==> config.mk <==
export PLATFORM = sky130hd
export DESIGN_NAME = bmp_trim_scan
export DESIGN_NICKNAME = d
export VERILOG_FILES = /design/src/rtl/bmp_trim_pkg.sv /design/src/rtl/bmp_trim_scan_lzc.sv /design/src/rtl/bmp_trim_scan.sv
export SDC_FILE = /design/constraint.sdc
export NUM_CORES = 2
export LEC_CHECK = 0
export CAP_MARGIN = 15
export CORE_AREA = 2 2 609 611
export CTS_CLUSTER_DIAMETER = 80
export DETAILED_ROUTE_END_ITERATION = 10
export DIE_AREA = 0 0 611 613
export SLEW_MARGIN = 10
export SYNTH_ARGS = -nofsm -noshare
export SYNTH_HDL_FRONTEND = slang
export SYNTH_SLANG_ARGS = --single-unit
==> constraint.sdc <==
create_clock -name clk -period 267 [get_ports clk]
set_clock_uncertainty 0.2 [all_clocks]
set_input_delay 53.4 -clock clk [delete_from_list [all_inputs] [get_ports clk]]
set_output_delay 53.4 -clock clk [all_outputs]
set_load 0.05 [all_outputs]
==> src/rtl/bmp_trim_pkg.sv <==
// Shared types and sizing helpers for the bitmap bounding-box scanner.
package bmp_trim_pkg;

  typedef enum logic [1:0] {
    IDLE = 2'd0,
    SCAN = 2'd1,
    FIN  = 2'd2
  } state_e;

  localparam int unsigned DEF_COLS = 24;
  localparam int unsigned DEF_ROWS = 64;

  // Bits needed to hold any value 0..n inclusive (pads and counts reach n itself).
  function automatic int unsigned cnt_w(input int unsigned n);
    return $clog2(n + 1);
  endfunction

endpackage

==> src/rtl/bmp_trim_scan_lzc.sv <==
// Combinational leading-zero counter; an all-zero vector reports W.
module lzc
  import bmp_trim_pkg::*;
#(
  parameter int unsigned W = 8
) (
  input  logic [W-1:0]         vec_i,
  output logic [cnt_w(W)-1:0]  zeros_o
);

  localparam int unsigned OW = cnt_w(W);

  // NOTE: the output gets a default before the loop so no path leaves it unassigned (no latch).
  always_comb begin
    zeros_o = OW'(W);
    // Scanning upward lets the highest set bit win.
    for (int i = 0; i < W; i++) begin
      if (vec_i[i]) zeros_o = OW'(W - 1 - i);
    end
  end

endmodule

==> src/rtl/bmp_trim_scan.sv <==
// Bounding-box scanner: snapshots a ROWS x COLS bitmap, scans one row per cycle,
// reports the four empty margins. Optional set-pixel count via BMP_TRIM_POPCNT_EN.
module bmp_trim_scan
  import bmp_trim_pkg::*;
#(
  parameter int unsigned COLS = DEF_COLS,
  parameter int unsigned ROWS = DEF_ROWS
) (
  input  logic                          clk,
  input  logic                          rst_n,
  input  logic                          start,
  input  logic [ROWS*COLS-1:0]          bitmap,
  output logic                          busy,
  output logic                          done,
  output logic [cnt_w(ROWS)-1:0]        top_pad,
  output logic [cnt_w(ROWS)-1:0]        bottom_pad,
  output logic [cnt_w(COLS)-1:0]        left_pad,
  output logic [cnt_w(COLS)-1:0]        right_pad,
  output logic                          empty,
  output logic [cnt_w(ROWS*COLS)-1:0]   pix_count
);

  localparam int unsigned PW = cnt_w(ROWS);
  localparam int unsigned LW = cnt_w(COLS);
  localparam int unsigned RW = $clog2(ROWS);
  localparam int unsigned NB = ROWS * COLS;

  state_e          state_q;
  logic [NB-1:0]   shadow_q;
  logic [RW-1:0]   row_idx_q;
  logic [COLS-1:0] col_mask_q;
  logic            hit_q;
  logic [RW-1:0]   first_hit_q;
  logic [RW-1:0]   last_hit_q;

  logic            busy_q;
  logic            done_q;
  logic [PW-1:0]   top_q;
  logic [PW-1:0]   bottom_q;
  logic [LW-1:0]   left_q;
  logic [LW-1:0]   right_q;
  logic            empty_q;

  logic [COLS-1:0] row_d;
  logic [COLS-1:0] col_mask_rev_d;
  logic [LW-1:0]   lead_zeros_d;
  logic [LW-1:0]   trail_zeros_d;

  // The row under scan is always the top slice; the shadow shifts up one row per cycle.
  assign row_d = shadow_q[NB-1 -: COLS];

  // NOTE: the shadow holds no reset; every scan reloads it before any row is read.
  always_ff @(posedge clk) begin
    if (state_q == IDLE && start) begin
      shadow_q <= bitmap;
    end else if (state_q == SCAN) begin
      shadow_q <= shadow_q << COLS;
    end
  end

  always_comb begin
    col_mask_rev_d = '0;
    for (int i = 0; i < COLS; i++) col_mask_rev_d[i] = col_mask_q[COLS-1-i];
  end

  lzc #(.W(COLS)) u_lead  (.vec_i(col_mask_q),     .zeros_o(lead_zeros_d));
  lzc #(.W(COLS)) u_trail (.vec_i(col_mask_rev_d), .zeros_o(trail_zeros_d));

  always_ff @(posedge clk) begin
    if (!rst_n) begin
      state_q     <= IDLE;
      row_idx_q   <= '0;
      col_mask_q  <= '0;
      hit_q       <= 1'b0;
      first_hit_q <= '0;
      last_hit_q  <= '0;
      busy_q      <= 1'b0;
      done_q      <= 1'b0;
      top_q       <= '0;
      bottom_q    <= '0;
      left_q      <= '0;
      right_q     <= '0;
      empty_q     <= 1'b0;
    end else begin
      done_q <= 1'b0;
      case (state_q)
        IDLE: begin
          if (start) begin
            row_idx_q   <= '0;
            col_mask_q  <= '0;
            hit_q       <= 1'b0;
            first_hit_q <= '0;
            last_hit_q  <= '0;
            busy_q      <= 1'b1;
            state_q     <= SCAN;
          end
        end
        SCAN: begin
          col_mask_q <= col_mask_q | row_d;
          if (|row_d) begin
            if (!hit_q) first_hit_q <= row_idx_q;
            last_hit_q <= row_idx_q;
            hit_q      <= 1'b1;
          end
          if (row_idx_q == RW'(ROWS - 1)) begin
            state_q <= FIN;
          end else begin
            row_idx_q <= row_idx_q + 1'b1;
          end
        end
        FIN: begin
          busy_q  <= 1'b0;
          done_q  <= 1'b1;
          empty_q <= !hit_q;
          if (hit_q) begin
            top_q    <= PW'(first_hit_q);
            bottom_q <= PW'(ROWS - 1) - PW'(last_hit_q);
          end else begin
            top_q    <= PW'(ROWS);
            bottom_q <= PW'(ROWS);
          end
          // An all-zero column mask makes both counters report COLS on their own.
          left_q  <= lead_zeros_d;
          right_q <= trail_zeros_d;
          state_q <= IDLE;
        end
        default: state_q <= IDLE;
      endcase
    end
  end

  assign busy       = busy_q;
  assign done       = done_q;
  assign top_pad    = top_q;
  assign bottom_pad = bottom_q;
  assign left_pad   = left_q;
  assign right_pad  = right_q;
  assign empty      = empty_q;

`ifdef BMP_TRIM_POPCNT_EN
  localparam int unsigned CW = cnt_w(NB);

  logic [CW-1:0] row_pop_d;
  logic [CW-1:0] acc_q;
  logic [CW-1:0] pix_q;

  always_comb begin
    row_pop_d = '0;
    for (int i = 0; i < COLS; i++) row_pop_d = row_pop_d + CW'(row_d[i]);
  end

  always_ff @(posedge clk) begin
    if (!rst_n) begin
      acc_q <= '0;
      pix_q <= '0;
    end else if (state_q == IDLE && start) begin
      acc_q <= '0;
    end else if (state_q == SCAN) begin
      acc_q <= acc_q + row_pop_d;
    end else if (state_q == FIN) begin
      pix_q <= acc_q;
    end
  end

  assign pix_count = pix_q;
`else
  assign pix_count = '0;
`endif

endmodule

==> reports/metrics.yaml <==
run_status: "complete, no violations"
portBuffers: 1565
start_util_pct: 18.48
slew_headroom_pct: 22.99
synth_cell_type_count: 45
grt.overflow.total: 0
synth.largest_area_cell: "edfxtp_1"
synth-edff-count: 1536
synth_xor_area_share_pct: 0.05154
clkTransAtPathRegs_ps: 60
crit_type: "in2reg"
avgSynthCellArea_sq_um: 10.02
cpPeakStageDelay_ps: 900
clockBufferDepth: 4
drive_gt1_share_pct: 4.042
path_buf_inv: 8
synth_top_area_share_pct: 67.85
drt_wl_total_um: 287300
ys.flop_type: "edfxtp_1"
finalHoldViolations: 0
synth-adder-area-share_pct: 0.01841
crit_fanout: 132
rows: 223
ys_seq_area_share_pct: 69.91
wire_per_inst_um: 21.56
post_cts_buffers: 0
layout_commonest_cell: "nand2_1"
met3_length_um: 22320
synth_top_family_by_area: "simple AND/OR/NAND/NOR gates"
setup_tns_ps: 0
cpMostUsedCell: "buf_4"
timing.final.crit_share_pct: 22.40
numCtsBuffers: 196
vias: 51883
area_delta_synth_final_pct: 39.51
grtUsageTotal_pct: 14.54
post-route-min-period_ps: 59810
ctsHtreeMaxLevel: 4
cts_tree: "yes"
routed-wl-met2_um: 152200
synth.area.mux_share_pct: 0
leakage_nw: 39.39
cts-root-buf: "clkbuf_16"
dp_hpwl_um: 220500
grt_pass1_vias: 50093
post-place-ws_ps: 206380
seqCellArea_sq_um: 47530
ctsResizeCount: 0
setup_ws_ps: 207190
synth_warnings: 0
vdd.ir_drop.worst_mv: 0.005851
finalMaxSlewViolations: 0
slowest_stage: "buf_4"
worst_slew_pin_slew_ps: 1155
holdBufCountCts: 0
crit_path_end_kind: "flop"
dr.max_layer_used: "met5"
drtIter0Drc: 4789
p_total_mw: 0.6845
cts_sinks: 1606
vias_per_cell: 3.895
stdcell_count: 13321
ys_seq_elements: 1606
synthCells: 6787
final_net_count: 9794
syn_area_sq_um: 67980
rsz0062_at_grt: "no"
n_fill_cell: 39149
grt_pass1_wl_um: 382300
m1WireLength_um: 101200
drtAntennaViolNets: 0
synthSimpleGateAreaFrac_pct: 26.15
final_util_pct: 25.79
crit_required_ps: 267210
antenna_found_initial: 108
final_cell_mix: "nand2_1 (4,574), clkdlybuf4s50_1 (1,565), edfxtp_1 (1,536)"
gp_congestion: 0.8907
worstPathCellList: "clkdlybuf4s50_1 > nor2_1 > nor2_4 > buf_12 > buf_4 > buf_4 > buf_4 > buf_4 > buf_4 > buf_4"
ioPinCount: 1577
die_h_um: 613
cap_violations: 0
setup_viol: 0
cp-start-kind: "primary input"
core_sq_um: 367700
cellPowerDensity_nw_per_um2: 7.218
multiInputGateArea_sq_um: 18590
async_flop_share_pct: 0
fmax_ghz: 0.01672
grt_max_degree: 188
clock_latency_ps: 850
hold_path.class: "reg2reg"
synth_compound_area_share_pct: 1.042
die_area_sq_um: 374500
synthTopCellsByArea: "edfxtp_1 (68%), nand2_1 (25%), dfxtp_1 (2.1%)"
route.detailed.drc: 0
place_inst: 12892
first_pass_iters: 5
critPathArrivalTime_ps: 60020
die_x_um: 611
cpLargestDelayFamily: "buffers and inverters"
## power by group
group          internal, mW  leakage [nW]  switching, mW
Combinational        0.0350          20.1         0.0504
Sequential            0.318          16.3         0.0159
Clock                 0.151          3.02          0.114
Total                 0.504          39.4          0.180
## metal layers
metal  global-route usage (%)  vias to the layer above
met5                        0                        -
met4                    5.736                       48
met3                    3.893                      414
met2                    27.11                     1807
met1                    15.40                    24597
li1                         -                    25017
## path summary, 6_finish.rpt
kind                                                  start                           to  slack [ps]  cells past startpoint
worst min register to register  first_hit_q[0]$_SDFFE_PN0P_  first_hit_q[0]$_SDFFE_PN0P_         250                      2
worst max register to register      state_q[0]$_SDFFE_PN0P_      shadow_q[118]$_DFFE_PP_      259840                      9
worst min-delay path            first_hit_q[0]$_SDFFE_PN0P_  first_hit_q[0]$_SDFFE_PN0P_         250                      2
worst max-delay path                                  start      shadow_q[118]$_DFFE_PP_      207190                     10
## registers in the layout (all words and copies together), names as in the netlist
register,flops
row_idx_q,6
left_pad,5
last_hit_q,6
hit_q,1
first_hit_q,6
col_mask_q,24
top_pad,7
right_pad,5
busy,1
done,1
state_q,2
shadow_q,1536
bottom_pad,6
## logic make-up after synthesis
logic type	count (synthesis)
DFF	1606
buffers and inverters	384
xor gates and xnor gates	4
AOI/OAI and AO/OA	106
and+or+nand+nor	4685
other	1
adders and majority gates	1
## through the flow
| stage | area, sq um | hold WS (ps) |
|---|---|---|
| floorplan | 68020 | 223.3 |
| global placement | 88420 | 237.2 |
| detailed placement | 88420 | 237.2 |
| CTS | 94650 | 248.0 |
| global route | 94790 | 271.1 |
| finish | 94830 | 249.0 |
## final cells by class
type                       instances  area share [%]
tap                             4837           6.382
multi-input combinational       4807           19.60
clock buffer                     235           5.349
antenna                           72          0.1900
timing repair buffer            1626           17.08
sequential                      1606           50.11
clock inverter                   121           1.219
inverter                          17         0.06729
## worst min-delay path, delay by kind of cell, from the launching register on
family | cells | cell delay, ps
flip-flops | 1 | 310
buffers and inverters | 1 | 50
AO/OA/AOI/OAI | 1 | 50
## cell usage after synthesis (11+ instances only)
cell type / n
clkbuf_1: 60
a22o_1: 22
inv_1: 16
edfxtp_1: 1536
buf_6: 11
nor2_1: 28
buf_2: 276
buf_4: 13
nand3_1: 18
and2_1: 25
dfxtp_1: 70
a21oi_1: 35
o21ai_0: 20
nand2_1: 4574
(Power assumes the default switching activity.)
